--- config.mk ---
export PLATFORM = sky130hd
export DESIGN_NAME = alu_sequencer_flat
export DESIGN_NICKNAME = d
export VERILOG_FILES = /design/src/rtl/alu_sequencer_if.sv /design/src/rtl/alu_sequencer.sv /design/src/flat_wrapper.sv
export SDC_FILE = /design/constraint.sdc
export NUM_CORES = 1
export LEC_CHECK = 0
export ABC_AREA = 1
export CAP_MARGIN = 20
export CORE_UTILIZATION = 30
export CTS_CLUSTER_DIAMETER = 120
export DETAILED_ROUTE_END_ITERATION = 7
export HOLD_SLACK_MARGIN = 0.08
export MAX_ROUTING_LAYER = met4
export SLEW_MARGIN = 20
export SYNTH_ARGS = -nofsm -noshare
export SYNTH_HDL_FRONTEND = slang
export SYNTH_SLANG_ARGS = --single-unit
--- constraint.sdc ---
create_clock -name clk -period 1.8 [get_ports clk]
set_input_delay 0.36 -clock clk [delete_from_list [all_inputs] [get_ports clk]]
set_output_delay 0.36 -clock clk [all_outputs]
set_load 0.02 [all_outputs]
--- src/rtl/alu_sequencer_if.sv ---
// Request/response bundle between the issue stage, the ALU sequencer and
// the writeback stage.
//
// Handshake rule (both channels): a transfer happens on a rising clock edge
// where valid and ready are both high. A producer that raises valid keeps
// valid and its payload stable until that edge. A consumer may raise or lower
// ready at any time. ready never depends combinationally on valid.
interface alu_sequencer_if #(
    parameter int WIDTH = 32
);
    logic             req_valid;
    logic             req_ready;
    logic [3:0]       req_op;
    logic [WIDTH-1:0] req_a;
    logic [WIDTH-1:0] req_b;
    logic [4:0]       req_shamt;

    logic             rsp_valid;
    logic             rsp_ready;
    logic [WIDTH-1:0] rsp_data;
    logic             rsp_zero;
    logic             rsp_carry;
    logic             rsp_err;

    // Issue/writeback side of the bundle.
    modport master (
        output req_valid, req_op, req_a, req_b, req_shamt, rsp_ready,
        input  req_ready, rsp_valid, rsp_data, rsp_zero, rsp_carry, rsp_err
    );

    // Sequencer side of the bundle.
    modport slave (
        input  req_valid, req_op, req_a, req_b, req_shamt, rsp_ready,
        output req_ready, rsp_valid, rsp_data, rsp_zero, rsp_carry, rsp_err
    );
endinterface

--- src/rtl/alu_sequencer.sv ---
// Multi-cycle controller around an external single-pass 32-bit ALU.
// Single-pass ops run once through the ALU. Shifts by N run as N single-bit
// ALU shifts. MUL runs as 32 shift-and-add steps with the adds done in the
// ALU. One operation is in flight at a time. The result is held until
// writeback accepts it.
module alu_sequencer #(
    parameter int WIDTH = 32,
    parameter int CNTW  = 6
) (
    input  logic             clk,
    input  logic             rst,
    alu_sequencer_if.slave   bus,
    output logic [WIDTH-1:0] alu_a,
    output logic [WIDTH-1:0] alu_b,
    output logic [2:0]       alu_sel,
    input  logic [WIDTH-1:0] alu_out,
    input  logic             alu_carry,
    input  logic             alu_zero,
    output logic [2:0]       state_dbg
);

    typedef enum logic [2:0] {
        ST_IDLE  = 3'd0,
        ST_EXEC  = 3'd1,
        ST_SHIFT = 3'd2,
        ST_MUL   = 3'd3,
        ST_DONE  = 3'd4
    } state_t;

    localparam logic [3:0] OP_ADD = 4'b0000;
    localparam logic [3:0] OP_XOR = 4'b0100;
    localparam logic [3:0] OP_SLL = 4'b0101;
    localparam logic [3:0] OP_SRA = 4'b0111;
    localparam logic [3:0] OP_MUL = 4'b1000;

    state_t           state_q, state_d;
    // opa: operand A, shift work register, or MUL accumulator
    logic [WIDTH-1:0] opa_q, opa_d;
    // opb: operand B, or MUL multiplicand
    logic [WIDTH-1:0] opb_q, opb_d;
    logic [WIDTH-1:0] mplr_q, mplr_d;
    logic [3:0]       op_q, op_d;
    logic [CNTW-1:0]  count_q, count_d;
    logic             sign_q, sign_d;
    logic [WIDTH-1:0] data_q, data_d;
    logic             zero_q, zero_d;
    logic             carry_q, carry_d;
    logic             err_q, err_d;

    logic [WIDTH-1:0] step;

    // Next-state, datapath updates and combinational ALU drive
    always_comb begin
        state_d = state_q;
        opa_d   = opa_q;
        opb_d   = opb_q;
        mplr_d  = mplr_q;
        op_d    = op_q;
        count_d = count_q;
        sign_d  = sign_q;
        data_d  = data_q;
        zero_d  = zero_q;
        carry_d = carry_q;
        err_d   = err_q;
        alu_a   = '0;
        alu_b   = '0;
        alu_sel = 3'b000;
        step    = alu_out;

        case (state_q)
            ST_IDLE: begin
                if (bus.req_valid) begin
                    op_d    = bus.req_op;
                    sign_d  = bus.req_a[WIDTH-1];
                    carry_d = 1'b0;
                    err_d   = 1'b0;
                    if (bus.req_op <= OP_XOR) begin
                        opa_d   = bus.req_a;
                        opb_d   = bus.req_b;
                        state_d = ST_EXEC;
                    end else if (bus.req_op <= OP_SRA) begin
                        opa_d   = bus.req_a;
                        count_d = CNTW'(bus.req_shamt);
                        state_d = ST_SHIFT;
                    end else if (bus.req_op == OP_MUL) begin
                        opa_d   = '0;
                        opb_d   = bus.req_a;
                        mplr_d  = bus.req_b;
                        count_d = CNTW'(WIDTH);
                        state_d = ST_MUL;
                    end else begin
                        data_d  = '0;
                        zero_d  = 1'b1;
                        err_d   = 1'b1;
                        state_d = ST_DONE;
                    end
                end
            end

            ST_EXEC: begin
                alu_a   = opa_q;
                alu_b   = opb_q;
                alu_sel = op_q[2:0];
                data_d  = alu_out;
                zero_d  = alu_zero;
                carry_d = (op_q == OP_ADD) ? alu_carry : 1'b0;
                state_d = ST_DONE;
            end

            ST_SHIFT: begin
                if (count_q == '0) begin
                    // Zero-length shift: pass A through an ADD with 0.
                    alu_a   = opa_q;
                    alu_sel = 3'b000;
                    data_d  = opa_q;
                    zero_d  = alu_zero;
                    state_d = ST_DONE;
                end else begin
                    alu_a   = opa_q;
                    alu_sel = op_q[2:0];
                    // The ALU shifts right logically, so SRA restores the sign bit.
                    if (op_q == OP_SRA) begin
                        step[WIDTH-1] = sign_q;
                    end
                    opa_d   = step;
                    count_d = count_q - CNTW'(1);
                    if (count_q == CNTW'(1)) begin
                        data_d  = step;
                        zero_d  = (op_q == OP_SRA) ? (step == '0) : alu_zero;
                        state_d = ST_DONE;
                    end
                end
            end

            ST_MUL: begin
                alu_a   = opa_q;
                alu_b   = mplr_q[0] ? opb_q : '0;
                alu_sel = 3'b000;
                opa_d   = alu_out;
                carry_d = carry_q | alu_carry;
                opb_d   = opb_q << 1;
                mplr_d  = mplr_q >> 1;
                count_d = count_q - CNTW'(1);
                if (count_q == CNTW'(1)) begin
                    data_d  = alu_out;
                    zero_d  = alu_zero;
                    state_d = ST_DONE;
                end
            end

            ST_DONE: begin
                if (bus.rsp_ready) begin
                    err_d   = 1'b0;
                    state_d = ST_IDLE;
                end
            end

            default: begin
                state_d = ST_IDLE;
            end
        endcase
    end

    // State and datapath registers with synchronous reset
    always_ff @(posedge clk) begin
        if (rst) begin
            state_q <= ST_IDLE;
            opa_q   <= '0;
            opb_q   <= '0;
            mplr_q  <= '0;
            op_q    <= '0;
            count_q <= '0;
            sign_q  <= 1'b0;
            data_q  <= '0;
            zero_q  <= 1'b0;
            carry_q <= 1'b0;
            err_q   <= 1'b0;
        end else begin
            state_q <= state_d;
            opa_q   <= opa_d;
            opb_q   <= opb_d;
            mplr_q  <= mplr_d;
            op_q    <= op_d;
            count_q <= count_d;
            sign_q  <= sign_d;
            data_q  <= data_d;
            zero_q  <= zero_d;
            carry_q <= carry_d;
            err_q   <= err_d;
        end
    end

    assign bus.req_ready = (state_q == ST_IDLE);
    assign bus.rsp_valid = (state_q == ST_DONE);
    assign bus.rsp_data  = data_q;
    assign bus.rsp_zero  = zero_q;
    assign bus.rsp_carry = carry_q;
    assign bus.rsp_err   = err_q;
    assign state_dbg     = state_q;

endmodule

--- src/flat_wrapper.sv ---
// flat-port wrapper written by rule: the top's interface ports become plain ports
module alu_sequencer_flat 
#(
    parameter int WIDTH = 32,
    parameter int CNTW  = 6
)
  (clk, rst, alu_a, alu_b, alu_sel, alu_out, alu_carry, alu_zero, state_dbg, bus_req_valid, bus_req_op, bus_req_a, bus_req_b, bus_req_shamt, bus_rsp_ready, bus_req_ready, bus_rsp_valid, bus_rsp_data, bus_rsp_zero, bus_rsp_carry, bus_rsp_err);
  alu_sequencer_if #(.WIDTH(WIDTH)) bus_i ();
  input  logic clk;
  input  logic rst;
  output logic [WIDTH-1:0] alu_a;
  output logic [WIDTH-1:0] alu_b;
  output logic [2:0] alu_sel;
  input  logic [WIDTH-1:0] alu_out;
  input  logic alu_carry;
  input  logic alu_zero;
  output logic [2:0] state_dbg;
  input wire logic [$bits(bus_i.req_valid)-1:0] bus_req_valid;
  input wire logic [$bits(bus_i.req_op)-1:0] bus_req_op;
  input wire logic [$bits(bus_i.req_a)-1:0] bus_req_a;
  input wire logic [$bits(bus_i.req_b)-1:0] bus_req_b;
  input wire logic [$bits(bus_i.req_shamt)-1:0] bus_req_shamt;
  input wire logic [$bits(bus_i.rsp_ready)-1:0] bus_rsp_ready;
  output wire logic [$bits(bus_i.req_ready)-1:0] bus_req_ready;
  output wire logic [$bits(bus_i.rsp_valid)-1:0] bus_rsp_valid;
  output wire logic [$bits(bus_i.rsp_data)-1:0] bus_rsp_data;
  output wire logic [$bits(bus_i.rsp_zero)-1:0] bus_rsp_zero;
  output wire logic [$bits(bus_i.rsp_carry)-1:0] bus_rsp_carry;
  output wire logic [$bits(bus_i.rsp_err)-1:0] bus_rsp_err;
  assign bus_i.req_valid = bus_req_valid;
  assign bus_i.req_op = bus_req_op;
  assign bus_i.req_a = bus_req_a;
  assign bus_i.req_b = bus_req_b;
  assign bus_i.req_shamt = bus_req_shamt;
  assign bus_i.rsp_ready = bus_rsp_ready;
  assign bus_req_ready = bus_i.req_ready;
  assign bus_rsp_valid = bus_i.rsp_valid;
  assign bus_rsp_data = bus_i.rsp_data;
  assign bus_rsp_zero = bus_i.rsp_zero;
  assign bus_rsp_carry = bus_i.rsp_carry;
  assign bus_rsp_err = bus_i.rsp_err;
  alu_sequencer #(.WIDTH(WIDTH), .CNTW(CNTW)) u_core (.clk(clk), .rst(rst), .bus(bus_i), .alu_a(alu_a), .alu_b(alu_b), .alu_sel(alu_sel), .alu_out(alu_out), .alu_carry(alu_carry), .alu_zero(alu_zero), .state_dbg(state_dbg));
endmodule
==> flow_summary.json, run 1 <==
{
  "nets": 1683,
  "hold_start": "bus_req_op[3]",
  "min-delay-path-class": "input port to register",
  "syn2layout_area_growth_pct": 73.6,
  "totalWireLength_um": 34700,
  "synth_commonest_cells": "nand2_1, dfxtp_1, a21oi_1, inv_1, nor2_1",
  "crit_type": "register to output pin",
  "die_area_mm2": 0.0269,
  "tightest_slew_ns": 0.471,
  "rr_startpoint": "u_core.state_dbg[2]",
  "busiest_layer": "met2",
  "critPathRequiredTime_ns": 1.44,
  "postRouteAntennaNets": 0,
  "ys.flop_type": "dfxtp_1",
  "crit_path_start": "u_core.state_dbg[2]",
  "yosys.area_share.simple_pct": 31.1,
  "end_kind": "output pin",
  "leakagePower_nw": 6.13,
  "period_share_pct": 111,
  "synth_top_family_by_area": "simple AND/OR/NAND/NOR gates",
  "yosysSeqAreaShare_pct": 36.9,
  "firstDrtPassIters": 6,
  "via_count": 9518,
  "maxCapViolCount": 0,
  "track_usage_pct": 23.8,
  "gp_congestion": 0.869,
  "antennaDiodeCount": 0,
  "critPathArrivalTime_ns": 1.64,
  "rows": 58,
  "hold_buffers": 0,
  "grt_pass1_wl_um": 47300,
  "ys_ff_latch": 145,
  "finalCriticalPeriod_ns": 2.00,
  "synth_top_area_share_pct": 36.9,
  "overflow": 0,
  "synth_edf_count": 0,
  "synth_compound_area_share_pct": 19.8,
  "grt_max_degree": 78,
  "tritoncts": "done",
  "fp.dieW_um": 164,
  "core-area_mm2": 0.0255,
  "path_max_fanout": 7,
  "ctsRootBufferMaster": "clkbuf_16",
  "drive_gt1_share_pct": 27.9,
  "htree_num_levels": 4,
  "synth-adder-area-share_pct": 0.318,
  "fmax_ghz": 0.500,
  "maxSlewHeadroom_pct": 68.5,
  "synth_warnings": 0,
  "maxSlewViolCount": 0,
  "layout.cells.non_filler": 1911,
  "violations": "setup timing",
  "use_met2_pct": 37.5,
  "gr-usage-met1_pct": 31.8,
  "synth_area_mm2": 0.00787,
  "max-vdd-ir-drop_mv": 0.524,
  "synth.top_cells.by_area": "dfxtp_1, nand2_1, a21oi_1",
  "fillers": 2381,
  "ys_types": 30,
  "finalClockSkew_ns": 0.0157,
  "pre_cts_slack_ns": -0.612,
  "placed_area_mm2": 0.0110,
  "synthMuxAreaShare_pct": 0,
  "fin_area_mm2": 0.0137,
  "hold_violations": 0,
  "antenna_found_initial": 0,
  "wl_per_cell_um": 18.2,
  "synth.avg_cell_area_um2": 6.22,
  "clock_sinks": 145,
  "synth.most_common_cell": "nand2_1",
  "synth_xor_area_share_pct": 0.334,
  "viasPerCell": 4.98,
  "syn_nets": 1378,
  "outcome": "finished with violations",
  "setup_slack_ns": -0.200,
  "ys_async_sr_fraction_pct": 0,
  "io_pins": 218,
  "rsz0062_at_grt": "true",
  "synth_top_cell_by_area": "dfxtp_1",
  "hpwl_um": 21500,
  "start_util_pct": 30.9,
  "insertion_delay_ns": 0.43,
  "drc": 0,
  "setup_viol": 86,
  "synth_cells": 1265,
  "use_met3_pct": 3.59,
  "numCtsBuffers": 17,
  "worstSetupStartpointType": "register",
  "dieHeight_um": 164,
  "cts_buffer_depth": 2,
  "io_buffers": 217,
  "first_global_vias": 8449,
  "p_per_area_mw_per_mm2": 840,
  "drt_iter0_markers": 802,
  "dp_cells": 1828,
  "clk_pin_slew_worst_paths_ns": 0.07
}
[cells by family after synthesis]
logic type,Yosys count
AND/OR/NAND/NOR,614
AO/OA/AOI/OAI,287
buffers and inverters,214
flip-flops,145
adder cells (fa/ha/maj),2
XOR/XNOR,3
[what timing repair did]
action | CTS | global route
resized for setup | 508 | 253
gates cloned | 8 | 20
setup endpoints to repair | 106 | 204
buffers inserted | 12 | 17
pin swaps | 11 | 47
[registers in the layout, indices dropped and copies added (netlist names)]
| signal | count |
|---|---|
| u_core.bus.rsp_data | 32 |
| u_core.count_q | 6 |
| u_core.bus.rsp_zero | 1 |
| u_core.op_q | 4 |
| u_core.state_dbg | 3 |
| u_core.bus.rsp_carry | 1 |
| u_core.opb_q | 32 |
| u_core.opa_q | 32 |
| u_core.sign_q | 1 |
| u_core.mplr_q | 32 |
| u_core.bus.rsp_err | 1 |
[metrics by stage]
step,setup TNS (ns),total power [mW],hold slack [ns],util (%)
after floorplan,-1.82,5.02,0.425,-
after global placement,-65.35,6.34,0.433,43.2
after detailed placement,-65.82,6.35,0.437,43.2
after CTS,-9.51,10.5,0.436,48.0
after global routing,-16.23,11.9,0.401,53.6
final,-8.88,11.5,0.382,53.6
[cells in the final DEF (no fill, tap or decap), types with 3 or more instances in the layout]
master | netlist | layout
inv_1 | 126 | 120
buf_6 | 7 | 76
clkdlybuf4s50_1 | 0 | 126
a22o_1 | 27 | 27
buf_2 | 31 | 3
buf_16 | 0 | 5
dlygate4sd2_1 | 0 | 5
nand4_1 | 4 | 4
inv_4 | 1 | 5
buf_12 | 0 | 26
clkinvlp_4 | 0 | 3
buf_4 | 2 | 83
nand3_2 | 1 | 3
nand3_1 | 41 | 37
clkbuf_16 | 0 | 33
nand2_1 | 443 | 395
a21oi_1 | 140 | 106
nand2_4 | 1 | 32
bufinv_16 | 0 | 4
o21ai_1 | 7 | 25
a21oi_2 | 2 | 34
inv_2 | 9 | 8
nor2_1 | 113 | 42
nor2_2 | 1 | 15
a22oi_1 | 5 | 5
xor2_1 | 3 | 3
dlymetal6s2s_1 | 0 | 16
nand2_2 | 2 | 19
dfxtp_1 | 145 | 140
o21ai_0 | 105 | 87
dfxtp_4 | 0 | 3
buf_8 | 0 | 4
nor2_4 | 5 | 65
inv_6 | 0 | 4
[report_power, final]
part	leakage (nW)	switching (mW)	internal, mW
clock	0.295	1.50	2.35
combinational	4.65	2.17	1.85
sequential	1.18	0.156	3.44
total	6.13	3.83	7.64
[worst max-delay path, stage by stage (launching register included)]
cell	delay, ns
dfxtp_4	0.38
inv_4	0.05
nand2_4	0.07
inv_4	0.04
nor2_4	0.14
buf_12	0.18
clkbuf_16	0.18
nor2_4	0.04
buf_6	0.12
[layer usage]
metal / vias to the layer above / part of all wire, % / wire [µm]
met3: 48 / 6.9 / 2410
met2: 424 / 48 / 16500
met5: - / 0 / 0
met4: 0 / 2.4 / 820
met1: 4430 / 43 / 15000
li1: 4616 / - / -
[path summary, 6_finish.rpt]
kind,to,slack [ns],depth (start not counted)
setup reg to reg,u_core.bus.rsp_data[23],-0.07,12
hold reg to reg,u_core.mplr_q[14],0.45,2
setup / recovery,alu_a[9],-0.20,8
hold / removal,u_core.op_q[3],0.38,4
[cell type report]
cell class                 instances  area (µm²)  area share [%]
tap                              330         413            3.02
timing repair buffer             360        4120            30.1
inverter                         137         557            4.08
clock buffer                      18         439            3.22
clock inverter                    12         183            1.34
multi-input combinational        909        5030            36.9
sequential                       145        2920            21.4
No activity file was read; power rests on OpenSTA's default activity.
==> inputs of run 2 (changes only) <==
Settings changed: SKIP_CTS_REPAIR_TIMING set to 1.
==> flow_summary.json, run 2 (synthesis gave the netlist of run 1 again) <==
{
  "r2r_cells": 11,
  "rr_startpoint": "u_core.state_dbg[2]",
  "grt_pass1_wl_um": 44600,
  "via_count": 9107,
  "gp_congestion": 0.869,
  "power_frac_comb_pct": 31.3,
  "io_pins": 218,
  "worstSetupStartpointType": "register",
  "tightest_slew_ns": 0.440,
  "clockPowerShare_pct": 35.5,
  "antennaDiodeCount": 0,
  "start_util_pct": 30.9,
  "final_common_cell": "nand2_1",
  "rows": 58,
  "fp.dieW_um": 164,
  "crit_type": "register to output pin",
  "syn2layout_area_growth_pct": 61.6,
  "die_area_mm2": 0.0269,
  "overflow": 0,
  "firstDrtPassIters": 5,
  "setup_slack_ns": -0.274,
  "totalWireLength_um": 31500,
  "r2r-end": "u_core.bus.rsp_data[19]",
  "cts_buffer_depth": 2,
  "numCtsBuffers": 17,
  "hpwl_um": 21500,
  "crit_family": "buffers and inverters",
  "finalClockSkew_ns": 0.0142,
  "path_max_fanout": 4,
  "wl_per_cell_um": 16.7,
  "maxSlewViolCount": 0,
  "drt_iter0_markers": 788,
  "clock_sinks": 145,
  "p_sw_mw": 3.47,
  "min_to": "u_core.op_q[3]",
  "maxSlewHeadroom_pct": 70.6,
  "antenna_found_initial": 0,
  "cp_cell_sequence": "inv_4 > nor2_4 > buf_6 > nor2_4 > buf_12 > clkbuf_16 > buf_6 > nor2_4 > buf_6",
  "hold_violations": 0,
  "clk_pin_slew_worst_paths_ns": 0.07,
  "period_share_pct": 115,
  "max_stage_delay_ns": 0.38,
  "outcome": "finished with violations",
  "setup_viol": 67,
  "core-area_mm2": 0.0255,
  "track_usage_pct": 22.4,
  "max-vdd-ir-drop_mv": 0.506,
  "dieHeight_um": 164,
  "min-delay-path-class": "input port to register",
  "maxCapViolCount": 0,
  "p_int_mw": 7.32,
  "htree_num_levels": 4,
  "ctsRootBufferMaster": "clkbuf_16",
  "io_buffers": 217,
  "switching_share_pct": 32.2,
  "p_per_area_mw_per_mm2": 849,
  "nets": 1658,
  "final_cell_mix": "nand2_1, dfxtp_1, clkdlybuf4s50_1",
  "seqPwrFrac_pct": 33.2,
  "finalSetupTns_ns": -12.66,
  "tritoncts": "done",
  "pre_cts_slack_ns": -0.612,
  "grt_max_degree": 78,
  "crit_path_top_delay_cell": "dfxtp_4",
  "postRouteAntennaNets": 0,
  "first_global_vias": 8132,
  "worst-path-buf-inv": 6,
  "drc": 0,
  "viasPerCell": 4.83,
  "violations": "setup timing",
  "critPathRequiredTime_ns": 1.44,
  "fmax_ghz": 0.482,
  "r2r_slack_ns": 0.05,
  "critPathArrivalTime_ns": 1.71,
  "leakagePower_nw": 5.57,
  "finalCriticalPeriod_ns": 2.07,
  "insertion_delay_ns": 0.43,
  "drive_gt1_share_pct": 21.3,
  "rsz0062_at_grt": "true",
  "end_kind": "output pin",
  "hold_depth": 4,
  "hold_start": "bus_req_op[3]"
}
## run 2: cell types whose count changed in the layout (fill, tap and decap cells not counted), sizes merged
cell / change
dlymetal6s2s: -6
clkinv: +1
buf: -22
inv: -1
nor2: -3
dlygate4sd2: -5
clkdlybuf4s50: +11
## run 2: layout make-up
type                    count  area [µm²]
repair buffers            338        3700
inverters                 137         527
multi-input cells         906        4540
fillers                  2550       12800
well taps                 330         413
flip-flops and latches    145        2920
clock buffers              18         439
clock inverters            12         183
## run 2: per-stage QoR
| stage | util (%) | power, mW | std cells | hold slack [ns] | area, µm² |
|---|---|---|---|---|---|
| 3_3_place_gp | 43.2 | 6.34 | 1828 | 0.433 | 11000 |
| 2_1_floorplan | - | 5.02 | 1265 | 0.425 | 7870 |
| 5_1_grt | 49.9 | 11.3 | 1886 | 0.386 | 12700 |
| 3_5_place_dp | 43.2 | 6.35 | 1828 | 0.437 | 11000 |
| 4_1_cts | 45.7 | 10.2 | 1858 | 0.438 | 11600 |
| 6_report | 49.9 | 10.8 | 1886 | 0.356 | 12700 |
## run 2: power groups by stage
stage          Sequential (mW)  Clock [mW]  Combinational [mW]
5_1_grt                   3.61        4.00                3.65
3_3_place_gp              3.64           0                2.70
4_1_cts                   3.57        3.88                2.72
3_5_place_dp              3.64           0                2.71
2_1_floorplan             3.64           0                1.38
6_report                  3.58        3.83                3.38
## run 2: how the worst max path moves through the flow
stage | startpoint | to | slack (ns) | depth (start not counted)
floorplan | u_core.state_dbg[0] | alu_b[10] | -0.06 | 7
global placement | bus_req_op[3] | u_core.mplr_q[0] | -0.59 | 9
detailed placement | bus_req_op[2] | u_core.mplr_q[2] | -0.61 | 8
CTS | u_core.state_dbg[0] | alu_a[4] | -0.82 | 8
global route | u_core.state_dbg[0] | alu_a[0] | -0.33 | 9
finish | u_core.state_dbg[0] | alu_a[0] | -0.27 | 9
## run 2: worst min-delay path, stage by stage
cell	delay [ns]
dlymetal6s2s_1	0.14
inv_2	0.06
buf_4	0.13
a21oi_1	0.06
## run 2: routing by layer
layer | wire (µm) | track usage (%) | share of wire (%)
met1 | 14400 | 30.2 | 46
met2 | 14500 | 34.4 | 46
met3 | 1840 | 3.23 | 5.8
met5 | 0 | - | 0
met4 | 753 | 6.57 | 2.4
==> inputs of run 3 (changes only) <==
Settings changed: RECOVER_POWER set to 100.
==> results of run 3 <==
Same layout as run 2: the final DEF is identical, and so are final timing and power.
